### src/rtl/constraint_eval_sched.sv
// Shared evaluator for |((a / DIVISOR) * MULT) terms: round-robin arbitration
// over N requesters feeding one iterative restoring divider.
module constraint_eval_sched #(
  parameter int N       = 4,
  parameter int WIDTH   = 8,
  parameter int DIVISOR = 15,
  parameter int MULT    = 7
) (
  input  logic                   clk,
  input  logic                   rst_n,
  input  logic [N-1:0]           req_valid,
  input  logic [N*WIDTH-1:0]     req_data,
  output logic [N-1:0]           req_ready,
  output logic                   rsp_valid,
  input  logic                   rsp_ready,
  output logic [$clog2(N)-1:0]   rsp_id,
  output logic [WIDTH-1:0]       rsp_quot,
  output logic                   rsp_result,
  output logic                   busy,
  output logic [1:0]             dbg_state
);

  // Handshakes: a transfer happens on a rising edge where valid and ready are
  // both high; requesters hold valid/data until accepted, the response is held
  // stable while rsp_valid=1 and rsp_ready=0.

  localparam int ID_W  = $clog2(N);
  localparam int CNT_W = (WIDTH > 1) ? $clog2(WIDTH) : 1;
  localparam logic [WIDTH-1:0] MULT_W = WIDTH'(MULT);
  localparam logic [WIDTH:0]   DIV_W  = (WIDTH+1)'(DIVISOR);

  if (N < 2 || N > 16 || DIVISOR <= 0 || longint'(DIVISOR) >= (longint'(1) << WIDTH) ||
      MULT < 0 || longint'(MULT) >= (longint'(1) << WIDTH)) begin : g_bad_params
    $error("constraint_eval_sched: illegal parameter combination");
  end

  typedef enum logic [1:0] {S_IDLE = 2'd0, S_DIV = 2'd1, S_EVAL = 2'd2, S_RESP = 2'd3} state_t;

  state_t            state_q, state_d;
  logic [ID_W-1:0]   rr_ptr_q, rr_ptr_d;
  logic [ID_W-1:0]   id_q, id_d;
  logic [WIDTH-1:0]  a_q, a_d;
  logic [WIDTH:0]    rem_q, rem_d;
  logic [WIDTH-1:0]  quot_q, quot_d;
  logic [CNT_W-1:0]  cnt_q, cnt_d;
  logic              rsp_valid_q, rsp_valid_d;
  logic [ID_W-1:0]   rsp_id_q, rsp_id_d;
  logic [WIDTH-1:0]  rsp_quot_q, rsp_quot_d;
  logic              rsp_result_q, rsp_result_d;

  logic [WIDTH-1:0]  data_arr [N];
  logic [ID_W-1:0]   cand;
  logic [ID_W-1:0]   grant_idx;
  logic [WIDTH-1:0]  grant_data;
  logic              grant_found;
  logic [WIDTH:0]    rem_shift;
  logic [WIDTH-1:0]  prod;

  for (genvar g = 0; g < N; g++) begin : g_unpack
    assign data_arr[g] = req_data[g*WIDTH +: WIDTH];
  end

  // Search starts just after the last served requester.
  always_comb begin
    cand        = '0;
    grant_found = 1'b0;
    grant_idx   = '0;
    grant_data  = '0;
    for (int k = 1; k <= N; k++) begin
      cand = ID_W'((int'(rr_ptr_q) + k) % N);
      if (!grant_found && req_valid[cand]) begin
        grant_found = 1'b1;
        grant_idx   = cand;
        grant_data  = data_arr[cand];
      end
    end
  end

  // Gated by rst_n so no grant is advertised while reset is held.
  assign req_ready = (state_q == S_IDLE && grant_found && rst_n) ? (N'(1) << grant_idx) : '0;

  // The stored remainder is always < DIVISOR, so the shift drops only a zero.
  assign rem_shift = (rem_q << 1) | {{WIDTH{1'b0}}, a_q[cnt_q]};
  assign prod      = quot_q * MULT_W;

  always_comb begin
    state_d      = state_q;
    rr_ptr_d     = rr_ptr_q;
    id_d         = id_q;
    a_d          = a_q;
    rem_d        = rem_q;
    quot_d       = quot_q;
    cnt_d        = cnt_q;
    rsp_valid_d  = rsp_valid_q;
    rsp_id_d     = rsp_id_q;
    rsp_quot_d   = rsp_quot_q;
    rsp_result_d = rsp_result_q;
    case (state_q)
      S_IDLE: begin
        if (grant_found) begin
          a_d      = grant_data;
          id_d     = grant_idx;
          rr_ptr_d = grant_idx;
          rem_d    = '0;
          quot_d   = '0;
          cnt_d    = CNT_W'(WIDTH-1);
          state_d  = S_DIV;
        end
      end
      S_DIV: begin
        if (rem_shift >= DIV_W) begin
          rem_d         = rem_shift - DIV_W;
          quot_d[cnt_q] = 1'b1;
        end else begin
          rem_d = rem_shift;
        end
        if (cnt_q == '0) state_d = S_EVAL;
        else             cnt_d   = cnt_q - 1'b1;
      end
      S_EVAL: begin
        rsp_quot_d   = quot_q;
        rsp_result_d = |prod;
        rsp_id_d     = id_q;
        rsp_valid_d  = 1'b1;
        state_d      = S_RESP;
      end
      S_RESP: begin
        if (rsp_ready) begin
          rsp_valid_d = 1'b0;
          state_d     = S_IDLE;
        end
      end
      default: state_d = S_IDLE;
    endcase
  end

  always_ff @(posedge clk or negedge rst_n) begin
    if (!rst_n) begin
      state_q      <= S_IDLE;
      rr_ptr_q     <= ID_W'(N-1);
      id_q         <= '0;
      a_q          <= '0;
      rem_q        <= '0;
      quot_q       <= '0;
      cnt_q        <= '0;
      rsp_valid_q  <= 1'b0;
      rsp_id_q     <= '0;
      rsp_quot_q   <= '0;
      rsp_result_q <= 1'b0;
    end else begin
      state_q      <= state_d;
      rr_ptr_q     <= rr_ptr_d;
      id_q         <= id_d;
      a_q          <= a_d;
      rem_q        <= rem_d;
      quot_q       <= quot_d;
      cnt_q        <= cnt_d;
      rsp_valid_q  <= rsp_valid_d;
      rsp_id_q     <= rsp_id_d;
      rsp_quot_q   <= rsp_quot_d;
      rsp_result_q <= rsp_result_d;
    end
  end

  assign rsp_valid  = rsp_valid_q;
  assign rsp_id     = rsp_id_q;
  assign rsp_quot   = rsp_quot_q;
  assign rsp_result = rsp_result_q;
  assign busy       = (state_q != S_IDLE);
  assign dbg_state  = state_q;

endmodule

### config.mk
export PLATFORM = sky130hd
export DESIGN_NAME = constraint_eval_sched
export DESIGN_NICKNAME = d
export VERILOG_FILES = /design/src/rtl/constraint_eval_sched.sv
export SDC_FILE = /design/constraint.sdc
export NUM_CORES = 1
export LEC_CHECK = 0
export ABC_AREA = 1
export CORE_MARGIN = 2
export CORE_UTILIZATION = 55
export DETAILED_ROUTE_END_ITERATION = 7
export PLACE_DENSITY = 0.8
export REMOVE_ABC_BUFFERS = 1
export SLEW_MARGIN = 15
export SYNTH_ARGS = -nofsm -noshare
export SYNTH_HDL_FRONTEND = slang
export SYNTH_SLANG_ARGS = --single-unit
### constraint.sdc
create_clock -name clk -period 5.9 [get_ports clk]
set_input_delay 1.77 -clock clk [delete_from_list [all_inputs] [get_ports clk]]
set_output_delay 1.77 -clock clk [all_outputs]
set_load 0.02 [all_outputs]
==> run_results.csv <==
group,metric,value,unit
die,core-area,0.00714,mm²
sta,worst_slew_pin_slew,0.732,ns
layout,fin_area,0.00471,mm²
layout,ff_latch_area,0.00113,mm²
synthesis,synth_area,0.00400,mm²
worst_setup_path,r2r-end,"quot_q[1]",
layout,finalNetCount,741,
routing,vias_per_cell,5.11,
power,ir_drop,0.250,mV
layout,final_cells,781,
clock_network,cts_buffers,5,
clock_network,htreeDepth,2,
global_routing,grt_max_degree,57,
sta,period_needed,5.68,ns
die,die_h,89.3,µm
place,portBuffers,57,
die,rows,31,
worst_setup_path,crit_type,"primary input to output pin",
synthesis,synth_cell_types,32,
clock_network,path_clk_slew,0.08,ns
global_routing,gr-usage-all-layers,23.7,%
routing,num_vias,3993,
worst_setup_path,reg2reg_setup_slack,3.10,ns
synthesis,async_flop_share,100,%
synthesis,synth_seq_cells,45,
global_routing,grt.overflow.total,0,
layout,n_fill_cell,669,
die,start_util,56.1,%
worst_setup_path,crit_fanout,10,
routing,drtAntennaViolNets,0,
layout,multiInputGateArea,0.00245,mm²
hold_path,holdPathStages,2,
synthesis,synth_common_cells,"236 x nand2_1, 69 x inv_1, 65 x nor2_1, 53 x o21ai_0, 44 x nand3_1",
routing,firstDrtPassIters,4,
synthesis,synth.avg_cell_area,6.31,µm²
layout,drive_gt1_share,6.16,%
worst_setup_path,endpoint_kind,"output pin",
sta,fmax,0.176,GHz
clock_network,cts_setup_buffers,0,
worst_setup_path,cp-start-kind,"primary input",
synthesis,yosysTopAreaCell,"dfrtp_1",
routing,wl_per_cell,11.3,µm
power,p_leak,0.00249,µW
clock_network,clockRootBuffer,"clkbuf_8",
sta,hold_viol,0,
place,dp.cells,773,
layout,num_antenna_cells,0,
global_routing,grt_pass1_vias,3619,
hold_path,min_from,"a_q[0]",
sta,drv_slew,0,
sta,post-route-period-util,96.3,%
routing,routed_wl,8860,µm
global_routing,grt_pass1_wl,15300,µm
synthesis,syn_inst,634,
hold_path,hold_class,"flip-flop to flip-flop",
place,place_hpwl,6740,µm
worst_setup_path,worstPathArrival,3.91,ns
sta,setup_viol_count_final,0,
clock_network,tritoncts,"done",
routing,drc_errors,0,
clock_network,ctsHoldBuffers,0,
run_status,status,"finished clean",
place,place_area,0.00459,mm²
routing,drt-initial-drc-count,187,
sta,relSlewSlack,51.2,%
synthesis,synth_top_area_share,26.9,%
global_routing,antenna_found_initial,0,
sta,finalSetupTns,0,ns
sta,fin_skew,0.0149,ns
clock_network,clock_latency,0.31,ns
sta,rsz0062_at_grt,"no",
synthesis,synth_flop_cell,"dfrtp_1",
power,power_density,553,mW/mm²
synthesis,synth_edf_count,0,
die,die_w,89.3,µm
synthesis,synthTopCellsByArea,"dfrtp_1 27%, nand2_1 22%, o21ai_0 6.6%",
synthesis,yosys_warnings,0,
die,io_pins,58,
clock_network,clock_path_buffers,2,
worst_setup_path,critPathRequiredTime,4.13,ns
layout,final_util,66.0,%
run,cap_violations,0,
clock_network,clock-sinks,45,
synthesis,seq_area_frac_synth,28.2,%
worst_setup_path,rr_startpoint,"rr_ptr_q[1]",
place,gp_congestion,0.912,
clock_network,cts_resized,0,
layout,syn_to_final_growth,17.7,%
worst_setup_path,r2r_cells,14,
synthesis,synth_most_common_cell,"nand2_1",
die,die_area,0.00797,mm²
hold_path,hold_end,"a_q[0]",
==> final cells by class <==
| type | instances | share of cell area, % |
|---|---|---|
| clock inverter | 3 | 0.983 |
| clock buffer | 5 | 1.46 |
| tap | 99 | 2.63 |
| timing repair buffer | 63 | 13.0 |
| inverter | 74 | 5.90 |
| sequential | 45 | 24.0 |
| multi-input combinational | 492 | 52.1 |
==> metrics by stage <==
step                total power, µW  setup slack (ns)  hold slack, ns
global placement               2300             0.322           0.462
global route                   2900            0.0534           0.521
finish                         2610             0.220           0.486
detailed placement             2360             0.237           0.466
floorplan                      1880              1.15           0.444
CTS                            2610             0.226           0.489
==> worst max path at each step <==
stage,startpoint,end,slack [ns],cells after the start
after global placement,req_valid[2],req_ready[1],0.32,13
after detailed placement,req_valid[2],req_ready[3],0.24,13
after global routing,req_valid[2],req_ready[1],0.05,13
after floorplan,req_valid[2],req_ready[0],1.15,10
after CTS,req_valid[2],req_ready[3],0.23,13
final,req_valid[2],req_ready[3],0.22,13
==> power by group <==
part | leakage [µW] | total (µW) | internal, µW | switching (µW)
sequential | 0.000568 | 575 | 452 | 123
clock | 0.0000543 | 239 | 127 | 112
combinational | 0.00187 | 1790 | 654 | 1140
==> logic make-up (layout without fill, tap and decap cells) <==
family,after synthesis,count (layout),synth area share (%)
buffers and inverters,97,145,10.5
AOI/OAI and AO/OA,86,86,11.1
xor gates and xnor gates,7,7,1.53
muxes,11,11,2.85
adders and majority gates,21,21,7.69
DFF,45,45,28.2
and+or+nand+nor,367,367,38.1
==> registers in the layout (all words and copies together) (netlist names) <==
name / flops
rsp_result: 1
cnt_q: 3
rsp_id: 2
rsp_quot: 8
rsp_valid: 1
rem_q: 8
id_q: 2
dbg_state: 2
a_q: 8
rr_ptr_q: 2
quot_q: 8
==> critical path, cell delays in order <==
cell and delay [ns]:
clkdlybuf4s50_1 0.48, nand2_1 0.08, nand2_1 0.12, nand2_1 0.09
nand2_2 0.12, buf_4 0.20, a21oi_1 0.08, inv_1 0.07
nand2_1 0.06, nand2_1 0.09, nand2_1 0.07, nor2_1 0.08
clkdlybuf4s50_1 0.60
==> metal layers <==
metal,global-route usage (%),vias to the layer above,part of all wire [%]
li1,-,2089,-
met1,31.2,1814,48
met2,40.9,80,47
met3,4.16,10,4.3
met4,4.75,0,0.78
met5,0,-,0
==> cells in the final DEF, fill, tap and decap left out, types with 2 or more instances in the layout <==
cell	n
clkdlybuf4s50_1	56
ha_1	15
nand2_2	6
mux2_2	3
inv_1	69
mux2i_1	8
nand2_1	236
nor2_2	2
nand3_1	44
clkbuf_8	5
xnor2_1	4
dfrtp_1	43
fa_1	6
a21oi_1	20
buf_4	6
o21ai_1	9
nor2_4	2
o21ai_0	53
dfstp_2	2
nand4_1	7
inv_2	5
nand2_4	2
nor2_1	65
xor2_1	3
(Power assumes the default switching activity.)
